[config.mk]
export PLATFORM = sky130hd
export DESIGN_NAME = seq_mult_ctrl
export DESIGN_NICKNAME = d
export VERILOG_FILES = /design/src/rtl/seq_mult_ctrl.sv
export SDC_FILE = /design/constraint.sdc
export NUM_CORES = 1
export LEC_CHECK = 0
export ABC_AREA = 1
export ABC_CLOCK_PERIOD_IN_PS = 5500
export CORE_MARGIN = 1.5
export CORE_UTILIZATION = 35
export CTS_CLUSTER_DIAMETER = 50
export DETAILED_ROUTE_END_ITERATION = 10
export SLEW_MARGIN = 20
export SYNTH_ARGS = -nofsm -noshare
export SYNTH_HDL_FRONTEND = slang
export SYNTH_SLANG_ARGS = --single-unit
[constraint.sdc]
create_clock -name clk -period 5.5 [get_ports clk]
set_input_delay 1.1 -clock clk [delete_from_list [all_inputs] [get_ports clk]]
set_output_delay 1.1 -clock clk [all_outputs]
set_load 0.01 [all_outputs]
[src/rtl/seq_mult_ctrl.sv]
// Sequential unsigned N x N shift-and-add multiplier.
// One N-bit ripple-carry adder is shared across N iterations, with a three-state controller.
module seq_mult_ctrl #(
  parameter int N = 4
) (
  input  logic           clk,
  input  logic           rst,
  input  logic           start,
  input  logic [N-1:0]   a,
  input  logic [N-1:0]   b,
  output logic           busy,
  output logic           done,
  output logic [2*N-1:0] product
);

  localparam int CW = $clog2(N + 1);

  typedef enum logic [1:0] {
    IDLE = 2'd0,
    CALC = 2'd1,
    DONE = 2'd2
  } state_t;

  state_t        r_state;
  logic [N-1:0]  r_m;
  logic [N-1:0]  r_acc;
  logic [N-1:0]  r_q;
  logic          r_c;
  logic [CW-1:0] r_cnt;

  logic [N-1:0]  w_addend;
  logic [N-1:0]  w_sum;
  logic [N:0]    w_carry;

  assign w_addend   = r_q[0] ? r_m : '0;
  assign w_carry[0] = 1'b0;

  // Full-adder chain; w_carry[N] is the adder's carry-out and becomes C.
  for (genvar i = 0; i < N; i++) begin : g_fa
    assign w_sum[i]     = r_acc[i] ^ w_addend[i] ^ w_carry[i];
    assign w_carry[i+1] = (r_acc[i] & w_addend[i]) |
                          (r_acc[i] & w_carry[i])  |
                          (w_addend[i] & w_carry[i]);
  end

  // NOTE: every register here is state, so all assignments are non-blocking;
  // the async reset clears the datapath too, so no stale product survives.
  always_ff @(posedge clk or posedge rst) begin
    if (rst) begin
      r_state <= IDLE;
      r_m     <= '0;
      r_acc   <= '0;
      r_q     <= '0;
      r_c     <= 1'b0;
      r_cnt   <= '0;
      busy    <= 1'b0;
      done    <= 1'b0;
      product <= '0;
    end else begin
      case (r_state)
        IDLE: begin
          if (start) begin
            r_m     <= a;
            r_q     <= b;
            r_acc   <= '0;
            r_c     <= 1'b0;
            r_cnt   <= CW'(N);
            busy    <= 1'b1;
            r_state <= CALC;
          end
        end
        CALC: begin
          // Add then shift {C,ACC,Q} right: C into ACC MSB, ACC LSB into Q MSB.
          r_c   <= 1'b0;
          r_acc <= {w_carry[N], w_sum[N-1:1]};
          r_q   <= {w_sum[0], r_q[N-1:1]};
          r_cnt <= r_cnt - 1'b1;
          if (r_cnt == CW'(1)) begin
            product <= {w_carry[N], w_sum, r_q[N-1:1]};
            done    <= 1'b1;
            r_state <= DONE;
          end
        end
        DONE: begin
          busy    <= 1'b0;
          done    <= 1'b0;
          r_state <= IDLE;
        end
        default: begin
          busy    <= 1'b0;
          done    <= 1'b0;
          r_state <= IDLE;
        end
      endcase
    end
  end

  // C is consumed by the shift in the same edge it is produced, so it rests at 0.
  a_c_clear : assert property (@(posedge clk) disable iff (rst) (r_c == 1'b0));

endmodule

==> results.yml, run 1 <==
timing:
  setup_viol_count_final: 0
  finalHoldViolations: 0
  period_needed_ns: 2.34
  max_slew_margin_pct: 63.4
  timing.final.crit_share_pct: 42.5
  slew_of_the_pin_with_the_lowest_slew_margin_ns: 0.548
  timing_max_transition_violations_final: 0
  totalNegativeSetupSlack_ns: 0
  maximum_clock_rate_ghz: 0.428
  timing.hold.ws_ns: 0.490
  rsz0062_at_grt: "no"
  finalClockSkew_ns: 0.0127
die:
  fp.dieArea_um2: 3990
  number_of_top_level_pins: 21
  die_width_um: 63.1
  initial_core_util_pct: 37.1
  placement_rows: 21
  floorplan.core_area_um2: 3420
  die_h_um: 63.1
routing:
  detail_route.first_pass.iterations: 4
  residual_drc: 0
  routed_wl_per_cell_um: 10.4
  detail_route.iter0.violations: 47
  route.detailed.vias_per_inst: 4.42
  antenna_violating_nets_post_route: 0
  detail_route.wirelength_um: 2260
  route.vias.total: 963
setup_path:
  worst_r2r_startpoint: "r_q[0]"
  required_ns: 4.40
  cp-startpoint: "product[6]"
  worstPathCellList: "clkdlybuf4s50_1"
  cp.arrival_ns: 1.24
  critical_path.top_delay_family: "buffers and inverters"
  worst_r2r_endpoint: "r_acc[2]"
  max_stage_delay_cell_worst_path: "clkdlybuf4s50_1"
  worstRegToRegCells: 10
  crit_path_end_kind: "output pin"
  crit_path_max_fanout: 2
  startpoint_type: "flop"
  critical-path-max-stage-delay_ns: 0.53
  r2r_setup_slack_ns: 3.40
  critical_path_buffer_and_inverter_count: 1
  path_class: "reg -> out"
layout:
  final_design_area_no_fill_um2: 1530
  num-nets-final: 190
  number_of_antenna_repair_diodes: 0
  seqCellArea_um2: 676
  layout-area-overhead-vs-synth_pct: 20.9
  num-fill-cells: 356
  drive_above_1_share_pct: 6.98
  multi_input_comb_area_um2: 495
clock_network:
  clockRootBuffer: "clkbuf_4"
  cts_hold_buf: 0
  cts_buffers: 3
  worstSkewPairLatency_ns: 0.32
  buffers_inserted_by_post_cts_timing_repair: 0
  cts_buffer_depth: 2
  htree_levels: 1
  cts_sinks: 27
  worst_setup_hold_path_clk_slew_ns: 0.15
  cts_tree: "built"
  ctsResizeCount: 0
global_routing:
  grt_max_degree: 28
  grt_pass1_vias: 889
  globalRoute.totalOverflow: 0
  grt.total_usage_pct: 12.8
  global_route_wire_length_before_repair_um: 3960
  grt_antenna_before_repair: 0
place:
  portBuffers: 20
  dpl-instance-area_um2: 1500
  hpwlAfterDp_um: 1670
  gp_congestion: 0.758
logic_synthesis:
  postSynthNetCount: 168
  synth-warning-count: 0
  yosysSeqAreaShare_pct: 53.4
  ys_seq_elements: 27
  synth_cell_type_count: 15
  mapped_area_um2: 1270
  syn-instance-count: 151
  synth_top_area_cell: "dfrtp_1"
  synth_top_cells_by_area: "dfrtp_1, nand2_1, inv_1, fa_1, nand3_1"
  synthesis.area_per_instance_um2: 8.39
  synthDominantCellAreaShare_pct: 53.4
pwr:
  pwr_per_cell_area_nw_per_um2: 490
  static-leakage-power_nw: 0.823
  power.ir.vdd_worst_uv: 192
worst_hold_path:
  timing.hold.worst_path_depth: 2
  hold_start: "product[7]"
  hold_class: "reg -> reg"
  hold_path_end: "product[7]"
job:
  maxCapViolations: 0
run_status:
  status: "finished clean"
cell type report:
| cell class | instances | area share (%) |
|---|---|---|
| sequential | 27 | 44.1 |
| clock inverter | 1 | 0.327 |
| clock buffer | 3 | 1.47 |
| multi-input combinational | 101 | 32.4 |
| tap | 46 | 3.76 |
| inverter | 20 | 4.90 |
| timing repair buffer | 20 | 13.1 |
logic make-up after synthesis:
kind of cell    count (synthesis)  synth area share (%)
compound gates                  7                  3.06
fa+ha+maj                       6                  7.71
buf+inv                        23                  7.51
flops                          27                  53.4
simple gates                   88                  28.4
layer usage:
metal / vias up / track usage, % / part of all wire (%)
li1: 496 / - / -
met4: 0 / 3.33 / 0.93
met1: 448 / 15.8 / 47
met5: - / 0 / 0
met3: 2 / 3.75 / 3.4
met2: 17 / 21.8 / 49
synth_stat cells (all sizes together):
cell type and count:
fa 3, nor2 3, dfrtp 27, buf 3
o21ai 7, inv 20, ha 3, nand2 76
nand3 9
cell usage in the layout, fill, tap and decap left out:
master            n
nand2_1          74
ha_1              3
nand3_1           9
fa_1              3
clkbuf_4          3
o21ai_0           5
nor2_2            2
o21ai_1           1
inv_1            18
dfrtp_1          27
clkdlybuf4s50_1  20
clkinv_2          1
nor2_4            1
o21ai_2           1
inv_2             2
nand2_2           2
worst max-delay path by stage:
stage / end / slack (ns) / cells after the start
floorplan: product[6] / 3.55 / 12
global placement: r_q[0] / 3.06 / 5
detailed placement: r_q[1] / 2.98 / 5
CTS: product[5] / 3.14 / 1
global route: product[3] / 3.07 / 1
finish: product[6] / 3.16 / 1
report_power, final:
part | internal, mW | leakage, nW | switching (mW)
clock network | 0.0272 | 0.0177 | 0.0570
logic | 0.139 | 0.465 | 0.185
registers | 0.281 | 0.341 | 0.0611
metrics by stage:
| stage | total power [mW] | util [%] | setup WS [ns] | cells |
|---|---|---|---|---|
| 6_report | 0.750 | 44.8 | 3.16 | 218 |
| 5_1_grt | 0.827 | 44.8 | 3.07 | 218 |
| 4_1_cts | 0.762 | 44.8 | 3.14 | 218 |
| 3_5_place_dp | 0.676 | 44.0 | 2.98 | 214 |
| 3_3_place_gp | 0.664 | 44.0 | 3.06 | 214 |
| 2_1_floorplan | 0.561 | - | 3.55 | 151 |
sequential cells by signal, summed over array words and instances, names as in the netlist:
name	flops
r_state	2
busy	1
r_q	4
product	8
done	1
r_acc	4
r_cnt	3
r_m	4
worst register-to-register path, stage by stage, from the launching register on:
cell and delay (ns):
dfrtp_1 0.46, nand2_1 0.08, inv_1 0.04, ha_1 0.17, inv_1 0.07, fa_1 0.15, inv_1 0.04, fa_1 0.35
inv_1 0.07, fa_1 0.42, o21ai_0 0.17
Power figures use the tool's default switching activity.
==> run 2: changes to the inputs <==
Settings changed: ABC_CLOCK_PERIOD_IN_PS 5500 to 2200.
Clock period 5.5 ns to 2.2 ns, I/O delays scaled along.
==> run 2 against run 1 <==
  * Via count grew 1.7%
  * Global-route usage grew 0.71 points
  * Critical path depth grew 9
  * Non-clock buffer count grew 3
  * Sequential cell count is the same
  * Worst setup slack lost 3.0 ns
  * Die area is the same
  * Sequential share of layout area shrank 0.78 points
  * Final area grew 1.8%
  * Clock power grew to 2.6 times the previous value
  * Routed wire length grew 6.5%
  * Clock-buffer cell count is the same
==> results.yml, run 2 (synthesized netlist as in run 1, its figures left out) <==
pwr:
  power.ir.vdd_worst_uv: 473
  pwr_per_cell_area_nw_per_um2: 1230
  design_power_total_mw: 1.92
  static-leakage-power_nw: 0.834
layout:
  largest_register_ffs: 8
  layout.core_utilization_pct: 45.6
  most-common-layout-cells: "nand2_1, dfrtp_1, clkdlybuf4s50_1"
  drive_above_1_share_pct: 9.71
  final_design_area_no_fill_um2: 1560
  finalNonFillerCells: 221
  layout-area-overhead-vs-synth_pct: 23.1
  max_flop_register: "product"
  number_of_antenna_repair_diodes: 0
  layout.cells.most_common: "nand2_1"
  num-nets-final: 193
  num-fill-cells: 359
global_routing:
  grt_max_degree: 28
  globalRoute.totalOverflow: 0
  grt_antenna_before_repair: 0
  grt_pass1_vias: 998
  global_route_wire_length_before_repair_um: 4330
  grt.total_usage_pct: 13.5
place:
  place_inst: 216
  portBuffers: 20
  placement.setup.worst_slack_ns: 0.155
  hpwlAfterDp_um: 1760
  dpl-instance-area_um2: 1520
  gp_congestion: 0.783
routing:
  detail_route.wirelength_um: 2410
  route.vias.total: 979
  residual_drc: 0
  antenna_violating_nets_post_route: 0
  detail_route.iter0.violations: 25
  route.detailed.vias_per_inst: 4.43
  detail_route.first_pass.iterations: 4
  routed_wl_per_cell_um: 10.9
timing:
  slew_of_the_pin_with_the_lowest_slew_margin_ns: 0.354
  totalNegativeSetupSlack_ns: 0
  timing_max_transition_violations_final: 0
  maximum_clock_rate_ghz: 0.480
  rsz0062_at_grt: "yes"
  pnr_worst_setup_slack_ns: 0.117
  setup_viol_count_final: 0
  period_needed_ns: 2.08
  timing.hold.ws_ns: 0.455
  finalClockSkew_ns: 0.00958
  finalHoldViolations: 0
  timing.final.crit_share_pct: 94.7
  max_slew_margin_pct: 76.4
die:
  die_h_um: 63.1
  floorplan.core_area_um2: 3420
  die_width_um: 63.1
  number_of_top_level_pins: 21
  fp.dieArea_um2: 3990
  initial_core_util_pct: 37.1
  placement_rows: 21
clock_network:
  clockRootBuffer: "clkbuf_4"
  worst_setup_hold_path_clk_slew_ns: 0.16
  cts_buffer_depth: 2
  cts_sinks: 27
  htree_levels: 1
  cts_tree: "built"
  cts_hold_buf: 0
  worstSkewPairLatency_ns: 0.32
  cts_buffers: 3
job:
  maxCapViolations: 0
worst_hold_path:
  hold_class: "in -> async"
setup_path:
  crit_path_end_kind: "flop"
  startpoint_type: "flop"
  crit_path_max_fanout: 4
  cp.arrival_ns: 2.34
  path_class: "reg -> reg"
  required_ns: 2.45
run_status:
  status: "finished clean"
run 2: cell count changes in the layout (fill, tap and decap cells not counted), sizes merged:
cell      delta
clkinvlp     +1
clkinv       -1
buf          +3
run 2: per-layer routing:
metal / share of wire [%] / track usage [%] / up-vias
met4: 1.0 / 4.17 / 0
li1: - / - / 500
met3: 3.8 / 2.32 / 2
met2: 47 / 23.5 / 21
met5: 0 / 0 / -
met1: 48 / 17.0 / 456
run 2: area by class of cell:
cell class                      instances  area [um2]  share of cell area (%)
Sequential cell                        27         676                    43.3
Multi-Input combinational cell        101         498                    31.9
Timing Repair Buffer                   23         223                    14.3
Inverter                               20        75.1                    4.82
Tap cell                               46        57.6                    3.69
Clock buffer                            3        22.5                    1.44
Clock inverter                          1        7.51                   0.482
run 2: worst paths after layout:
check / slack (ns) / startpoint / end / depth (start not counted)
max: 0.12 / r_q[0] / r_acc[2] / 10
min: 0.45 / rst / product[5] / 3
max reg2reg: 0.12 / r_q[0] / r_acc[2] / 10
min reg2reg: 0.49 / product[1] / product[1] / 2
max in group asynchronous: 1.48 / rst / r_cnt[0] / 3
min in group clk: 0.49 / product[1] / product[1] / 2
run 2: worst max-delay path, stage by stage (launching register included):
cell     delay, ns
dfrtp_1       0.43
nand2_1       0.07
inv_1         0.04
ha_1          0.17
inv_1         0.07
fa_2          0.19
inv_2         0.04
fa_1          0.37
inv_2         0.06
fa_1          0.41
o21ai_0       0.18
run 2: power by group:
| group | internal (mW) | switching [mW] |
|---|---|---|
| Clock | 0.0693 | 0.151 |
| Combinational | 0.373 | 0.481 |
| Sequential | 0.702 | 0.147 |
run 2: repair_timing:
item	in CTS	in global routing
buffers inserted	0	1
resized for setup	0	3
endpoints found under the setup margin	0	2
==> run 3: changes to the inputs <==
Settings changed: ABC_CLOCK_PERIOD_IN_PS 2200 to unset.
==> results of run 3 <==
The final DEF is identical to that of run 2; final timing and power are the same.
